==> config.mk <==
export PLATFORM = sky130hd
export DESIGN_NAME = cpu_tstate_sequencer
export DESIGN_NICKNAME = d
export VERILOG_FILES = /design/src/rtl/cpu_tstate_sequencer.sv
export SDC_FILE = /design/constraint.sdc
export NUM_CORES = 1
export LEC_CHECK = 0
export BUFFER_PORTS_ARGS = -buffer_cell sky130_fd_sc_hd__buf_4
export CORE_MARGIN = 1.5
export CORE_UTILIZATION = 40
export CTS_CLUSTER_SIZE = 10
export DETAILED_ROUTE_END_ITERATION = 10
export PLACE_DENSITY = 0.8
export SLEW_MARGIN = 40
export SYNTH_ARGS = -nofsm -noshare
export SYNTH_HDL_FRONTEND = slang
export SYNTH_SLANG_ARGS = --single-unit
==> constraint.sdc <==
create_clock -name clk -period 2.8 [get_ports clk]
set_input_delay 0.56 -clock clk [delete_from_list [all_inputs] [get_ports clk]]
set_output_delay 0.56 -clock clk [all_outputs]
set_load 0.02 [all_outputs]
==> src/rtl/cpu_tstate_sequencer.sv <==
// cpu_tstate_sequencer: T-state/phase sequencer with RDY stalls, prioritised interrupt entry via forced BRK and carry-over control bits
//
// Ports:
//   clk, rst        master clock, synchronous active-high reset
//   rdy             external ready; stalls read cycles only
//   int_req         interrupt request lines (index 0 = highest priority)
//   int_mask        per-source mask, honoured by level-sensitive sources only
//   opcode_in       opcode fetched at the end of T1
//   cur_last        decoder: current (opcode,T) is the final cycle
//   cur_rd          decoder: current cycle is a bus read
//   cur_carry       decoder: control bits carried into the next T2 phi1
//   nxt_ctrl        decoder: control word for the nxt_* state
//   cur_opcode/t/phase   registered sequencer state
//   nxt_opcode/t/phase   combinational next state fed to the decoder
//   int_mode, int_id     active interrupt sequence and its source (NUM_INT = reset)
//   ctrl            registered control word aligned with cur_*
//   sync            high during T1
//   int_ack         one-clk one-hot acknowledge at sequence completion
//   rst_all         one-clk pulse on the first clk after reset
//   seq_err         sticky T-state overrun flag
module cpu_tstate_sequencer #(
    parameter int                 CTRL_W     = 80,
    parameter int                 NUM_INT    = 3,
    parameter logic [NUM_INT-1:0] EDGE_MASK  = 3'b001,
    parameter int                 MAX_T      = 8,
    parameter logic [7:0]         BRK_OPCODE = 8'h00,
    localparam int                TW         = $clog2(MAX_T + 1),
    localparam int                IW         = $clog2(NUM_INT + 1)
) (
    input  logic               clk,
    input  logic               rst,
    input  logic               rdy,
    input  logic [NUM_INT-1:0] int_req,
    input  logic [NUM_INT-1:0] int_mask,
    input  logic [7:0]         opcode_in,
    input  logic               cur_last,
    input  logic               cur_rd,
    input  logic [CTRL_W-1:0]  cur_carry,
    input  logic [CTRL_W-1:0]  nxt_ctrl,
    output logic [7:0]         cur_opcode,
    output logic [TW-1:0]      cur_t,
    output logic               cur_phase,
    output logic [7:0]         nxt_opcode,
    output logic [TW-1:0]      nxt_t,
    output logic               nxt_phase,
    output logic               int_mode,
    output logic [IW-1:0]      int_id,
    output logic [CTRL_W-1:0]  ctrl,
    output logic               sync,
    output logic [NUM_INT-1:0] int_ack,
    output logic               rst_all,
    output logic               seq_err
);
    logic [7:0]         r_opcode;
    logic [TW-1:0]      r_t;
    logic               r_phase;
    logic               r_int_mode;
    logic [IW-1:0]      r_int_id;
    logic [CTRL_W-1:0]  r_ctrl;
    logic [CTRL_W-1:0]  r_carry;
    logic [NUM_INT-1:0] r_ack;
    logic [NUM_INT-1:0] r_pend;
    logic [NUM_INT-1:0] r_req_d;
    logic               r_rst_d;
    logic               r_rst_all;
    logic               r_err;

    logic               w_stall;
    logic               w_go;
    logic               w_t1;
    logic               w_fin;
    logic               w_over;
    logic               w_take;
    logic               w_done;
    logic [7:0]         w_nxt_opcode;
    logic [TW-1:0]      w_nxt_t;
    logic               w_nxt_phase;
    logic [NUM_INT-1:0] w_rise;
    logic [NUM_INT-1:0] w_pend;
    logic [NUM_INT-1:0] w_ack;
    logic [IW-1:0]      w_sel_id;
    logic [CTRL_W-1:0]  w_ctrl;

    // Edge sources ignore the mask; level sources are never latched.
    always_comb begin
        w_rise = int_req & ~r_req_d & EDGE_MASK;
        w_pend = (r_pend & EDGE_MASK) | (int_req & ~int_mask & ~EDGE_MASK);
        w_sel_id = '0;
        for (int i = NUM_INT - 1; i >= 0; i--)
            if (w_pend[i]) w_sel_id = IW'(i);
    end

    // Next-state logic. T1 is always the fetch cycle, so cur_last is not
    // treated as an instruction end while in T1.
    always_comb begin
        w_stall      = r_phase & ~rdy & cur_rd;
        w_go         = r_phase & ~w_stall;
        w_t1         = r_t == TW'(1);
        w_fin        = w_go & cur_last & ~w_t1;
        w_over       = w_go & ~cur_last & ~w_t1 & (r_t == TW'(MAX_T));
        w_nxt_phase  = ~r_phase;
        w_nxt_t      = !w_go ? r_t :
                       w_t1 ? TW'(2) :
                       (cur_last || r_t == TW'(MAX_T)) ? TW'(1) : r_t + TW'(1);
        w_nxt_opcode = (w_go & w_t1) ? (r_int_mode ? BRK_OPCODE : opcode_in) : r_opcode;
        w_take       = w_fin & ~r_int_mode & (|w_pend);
        w_done       = w_fin & r_int_mode;
        w_ack        = (w_done && r_int_id != IW'(NUM_INT)) ? NUM_INT'(1) << r_int_id : '0;
        // Carry bits only land on the T2 phi1 clk of the following instruction.
        w_ctrl       = nxt_ctrl | ((w_nxt_t == TW'(2) && !w_nxt_phase) ? r_carry : '0);
    end

    always_ff @(posedge clk) begin
        r_req_d <= int_req;
        r_rst_d <= rst;
        if (rst) begin
            r_opcode   <= BRK_OPCODE;
            r_t        <= TW'(2);
            r_phase    <= 1'b0;
            r_int_mode <= 1'b1;
            r_int_id   <= IW'(NUM_INT);
            r_ctrl     <= '0;
            r_carry    <= '0;
            r_ack      <= '0;
            r_pend     <= '0;
            r_rst_all  <= 1'b0;
            r_err      <= 1'b0;
        end else begin
            r_opcode   <= w_nxt_opcode;
            r_t        <= w_nxt_t;
            r_phase    <= w_nxt_phase;
            r_int_mode <= w_take | (r_int_mode & ~w_done);
            r_int_id   <= w_take ? w_sel_id : r_int_id;
            r_ctrl     <= w_ctrl;
            r_carry    <= w_fin ? cur_carry : (w_go & w_t1) ? '0 : r_carry;
            r_ack      <= w_ack;
            r_pend     <= (r_pend & ~w_ack) | w_rise;
            r_rst_all  <= r_rst_d;
            r_err      <= r_err | w_over;
        end
    end

    assign cur_opcode = r_opcode;
    assign cur_t      = r_t;
    assign cur_phase  = r_phase;
    assign nxt_opcode = w_nxt_opcode;
    assign nxt_t      = w_nxt_t;
    assign nxt_phase  = w_nxt_phase;
    assign int_mode   = r_int_mode;
    assign int_id     = r_int_id;
    assign ctrl       = r_ctrl;
    assign sync       = w_t1;
    assign int_ack    = r_ack;
    assign rst_all    = r_rst_all;
    assign seq_err    = r_err;
endmodule

# Word-level counts from Yosys, hierarchy flattened
# Index checks and enable logic that the tools add are counted.
# word_totals
output_inout_bits	115
register_bits	186
word_cells	67
# op_classes
shift	1
bitwise_logic	31
n_addsub	1
mux	12
eq_ne	4
reduce_logical	5
# op_table
cell	count
80-bit two-way mux	3
80-bit bitwise OR	1
8-bit two-way mux	2
1-bit bitwise AND	14
4-bit two-way mux	3
1-bit inverter	8
3-bit bitwise AND	2
2-bit two-way mux	3
3-bit inverter	2
4-bit by 1-bit adder with 4-bit output, second input constant	1
4-bit by 1-bit == test with 1-bit output, second input constant	1
4-bit by 2-bit == test with 1-bit output, second input constant	1
4-bit == test, second input constant	1
3-bit two-way mux	1
1-bit by 3-bit bitwise OR with 3-bit output	1
3-bit by 1-bit bitwise OR with 3-bit output	1
3-bit OR reduction	1
1-bit by 2-bit << shifter with 3-bit output, first input constant	1
1-bit logical AND	2
2-bit inequality test, second input constant	1
1-bit bitwise OR	2
2-bit nonzero test	1
1-bit logical OR	1

# Logic depth before layout (Yosys ltp)
# logic_depth
ltp_word	13
depth_mapped	10
ltp_nobuf	8

# Least setup slack after synthesis
# OpenSTA, ideal clock, no wires.
# synth_path
path_kind	flip-flop to output port
start	register r_t[0], in the netlist cur_t[0]
end	output port nxt_opcode[5]
stages_incl_launch_ff	7
n_path_buf	1
required_time_ps	2240
t_arrival_ps	2123
path_slack_ps	117
path_cell_list	dfxtp_1 -> ha_1 -> or3b_4 -> inv_2 -> nand3_2 -> clkbuf_1 -> o21ai_0
# synth_via
elab_chain_cells	3
# synth_rtl
item	line	rtl
start, declared	55	logic [TW-1:0] r_t;
start signal, assigned	130	r_t <= w_nxt_t;
4-bit by 1-bit == test with 1-bit output	98	w_t1 = r_t == TW'(1);
net sync	49	output logic sync,
1-bit bitwise AND	105	w_nxt_opcode = (w_go & w_t1) ? (r_int_mode ? BRK_OPCODE : opcode_in) : r_opcode;
8-bit two-way mux	105	
end, declared	43	output logic [7:0] nxt_opcode,
# The timed path passes the listed nets, and every way through them passes these cells.

# Final worst setup path
# layout_path
start	register r_t[1], in the netlist cur_t[1]
end	output port nxt_opcode[1]
# layout_via
elab_chain_cells	3
# layout_rtl
item	line
4-bit by 1-bit == test with 1-bit output	98
1-bit bitwise AND	105
8-bit two-way mux	105
# No other way between the ends.

==> summary.md <==
| Metric | Value |
|---|---|
| Placed Area | `around 8600 µm²` |
| CP Class | `register to output port` |
| Die Span X | `around 130 µm` |
| Synth Flop Type | `dfxtp_1` |
| Largest net degree at the start of global routing | `90` |
| Largest cells by area after synthesis | `dfxtp_1 (59%), a32o_1 (13%), a22oi_1 (9.6%)` |
| Clock-pin slew on the worst setup and hold paths | `roughly 0.06 ns` |
| Setup Viol. Count Final | `0` |
| Synth top cells by count | `dfxtp_1 (184), nor2_1 (90), a22oi_1 (80), a32o_1 (80), clkbuf_1 (45)` |
| R2r setup slk | `roughly 0.41 ns` |
| Antenna diode count | `0` |
| Routed wire per std cell | `17.7 µm` |
| Type of origin of the critical path | `register` |
| Total power | `around 0.0058 W` |
| Worst reg2reg path depth | `10` |
| Die height | `128 µm` |
| Crit path max fanout | `8` |
| WHS Endpoint | `r_req_d[0]$_DFF_P_` |
| Yosys reg bits | `approximately 180` |
| Ports | `~290` |
| Final setup margin | `around 0.041 ns` |
| Mapped cell area | `6240 µm²` |
| Final count of hold timing violations | `0` |
| Static Leak | `between 3 and 4 nW` |
| First-pass GRT wire length | `roughly 28 mm` |
| CTS Buf Count | `17` |
| Worst Tran Pin Value | `between 0.7 and 0.8 ns` |
| Clock latency on the worst-skew pair | `about 0.42 ns` |
| Relative slew slack | `0.506` |
| Met1 wire length | `7.50 mm` |
| RSZ-0062 raised after global routing | `yes` |
| Top-area cell type share of the netlist area | `0.590` |
| Final Routed Wirelength | `18.6 mm` |
| Ys async rst share | `0` |
| Starting Density | `0.410` |
| Num Clock Sinks | `roughly 180` |
| Setup tns final | `0 ns` |
| Place WS | `~0.31 ns` |
| EDFF count, synth | `0` |
| Arr. time, crit path | `about 2.2 ns` |
| Antenna violations before repair | `0` |
| Uppermost layer routed | `met4` |
| Max cap viols | `0` |
| IO Port Bufs | `a little under 300` |
| Longest Clk Path Bufs | `2` |
| Root Buffer | `clkbuf_16` |
| Detailed Routing Iterations Pass 1 | `4` |
| CTS tree | `done` |
| Global-route usage over all layers | `0.217` |
| Antenna violation net count after detailed routing | `0` |
| Core Box Area | `between 15000 and 20000 µm²` |
| DP Wirelength | `12.0 mm` |
| Tmin final | `roughly 2.8 ns` |
| Placed insts | `a little over 1000` |
| Routed wl met3 | `about 1.3 mm` |
| Post-DR vias/cell | `5.44` |
| Critical R2R Capture | `ctrl[17]$_SDFF_PP0_` |
| Worst Hold Launch | `int_req[0]` |
| Hold Crit Class | `input port to register` |
| Vias in the first global route | `between 5000 and 6000` |
| Drc violations | `0` |
| Crit. End Element | `output port` |
| Fin crit share | `0.985` |
| Synth Warn # | `0` |
| Worst EP required | `~2.2 ns` |
| # rows | `45` |
| Post-route insts no fill | `between 1000 and 1500` |
| Met2 wire length | `around 9.3 mm` |
| Hold path depth | `1` |
| Post-synthesis cell type count | `39` |
| Max Fclk | `roughly 360 MHz` |
| Max Slew Vio Count | `0` |
| Final GP Congestion | `0.830` |
| Most frequent cell after synthesis | `dfxtp_1` |
| Syn nets | `between 700 and 800` |
| Drt first-iter violations | `about 500` |
| Syn_area_per_cell | `between 10 and 15 µm²` |
| Synthesis-to-layout area growth | `47.8%` |
| VDD IR max | `0.533 mV` |
| Register area share after synthesis | `0.590` |
| Layout Nets | `~1000` |
| Design Area, Final | `approximately 9000 µm²` |
| Via Count | `5704` |
| Synth area leader | `dfxtp_1` |
| Layout cell share with drive strength beyond 1 | `0.409` |
| H-tree depth | `4` |
| Worst clock skew | `between 0.01 and 0.015 ns` |
| Crit Reg-Reg Startpoint | `cur_t[1]$_SDFF_PP1_` |
| Syn Inst Count | `582` |
| Cell Pwr Density | `about 630 nW/µm²` |
| Die ar. | `between 15000 and 20000 µm²` |
| GRT overflow | `0` |
| Status | `completed` |
==> routing by layer <==
metal	track usage	up-vias
met5	0	-
met4	0.0853	0
met3	0.0664	35
met2	0.373	248
met1	0.252	2716
li1	-	2705
==> area by class of cell <==
class / count / area, µm²
fillers: 1304 / 5980
flip-flops and latches: 184 / 3680
repair buffers: 305 / 2380
multi-input cells: 333 / 2310
clock buffers: 21 / 480
well taps: 188 / 235
clock inverters: 9 / 90.1
inverters: 8 / 32.5
==> cells in the final DEF (no fill, tap or decap), types with 2 or more instances in the layout <==
master / instances
a21oi_1: 3
a22oi_1: 80
a32o_1: 80
and2_1: 8
buf_12: 5
buf_4: 296
buf_6: 2
clkbuf_16: 18
clkbuf_8: 4
clkinv_2: 2
clkinvlp_4: 2
dfxtp_1: 183
ha_1: 3
inv_1: 3
inv_2: 4
inv_6: 3
nand2_1: 13
nand2b_1: 15
nand3_1: 3
nand4b_1: 2
nor2_1: 89
nor2b_1: 3
nor3_1: 2
nor3b_1: 3
o21a_1: 2
o21ai_0: 4
o21ai_1: 4
o21ai_2: 2
==> metrics by stage <==
stage,hold slack (ns),util
after CTS,0.244,0.603
after global placement,0.423,0.564
after detailed placement,0.438,0.565
after floorplan,0.414,-
final,0.265,0.607
after global routing,0.243,0.607
==> how the worst max path moves through the flow <==
stage	start	endpoint	slack [ns]	depth (start not counted)
6_report	cur_t[1]$_SDFF_PP1_	nxt_opcode[1]	0.04	8
3_5_place_dp	cur_t[1]$_SDFF_PP1_	nxt_opcode[6]	0.31	8
5_1_grt	cur_t[1]$_SDFF_PP1_	nxt_opcode[7]	-0.05	8
2_1_floorplan	cur_t[0]$_SDFF_PP0_	nxt_opcode[5]	0.12	6
4_1_cts	cur_t[1]$_SDFF_PP1_	nxt_opcode[6]	0.02	8
3_3_place_gp	cur_t[1]$_SDFF_PP1_	nxt_opcode[7]	0.35	8
==> cells by family (layout without fill, tap and decap cells) <==
family	count (synthesis)	after routing	synth area share
and+or+nand+nor	148	148	0.111
buffers and inverters	65	343	0.0455
AOI/OAI and AO/OA	182	182	0.247
DFF	184	184	0.590
adders and majority gates	3	3	0.00602
==> state kept, by name, indices dropped and copies added, names as in the netlist <==
name,count
cur_opcode,8
r_carry,80
int_mode,1
int_id,2
seq_err,1
cur_t,4
rst_all,1
r_rst_d,1
int_ack,3
r_pend,1
ctrl,80
r_req_d,1
cur_phase,1
==> critical path, stage by stage (launching register included) <==
cell and delay, ns:
dfxtp_1 0.33, inv_2 0.08, ha_1 0.16, or3b_4 0.41
inv_4 0.10, nand3_4 0.15, buf_8 0.20, o21ai_1 0.19
buf_4 0.18
==> power breakdown <==
group / internal (W) / switching [W]
registers: 0.00273 / 0.0000533
clock network: 0.00132 / 0.000985
logic: 0.000374 / 0.000358
total: 0.00443 / 0.00140
==> timing repair <==
item | in CTS | in global routing
pin swaps | 0 | 0
cloned | 0 | 1
gates resized for setup | 8 | 7
endpoints found under the hold margin | 0 | 0
setup buffers | 0 | 1
hold buffers | 0 | 0
setup endpoints to repair | 6 | 9
No activity file was read; power rests on OpenSTA's default activity.
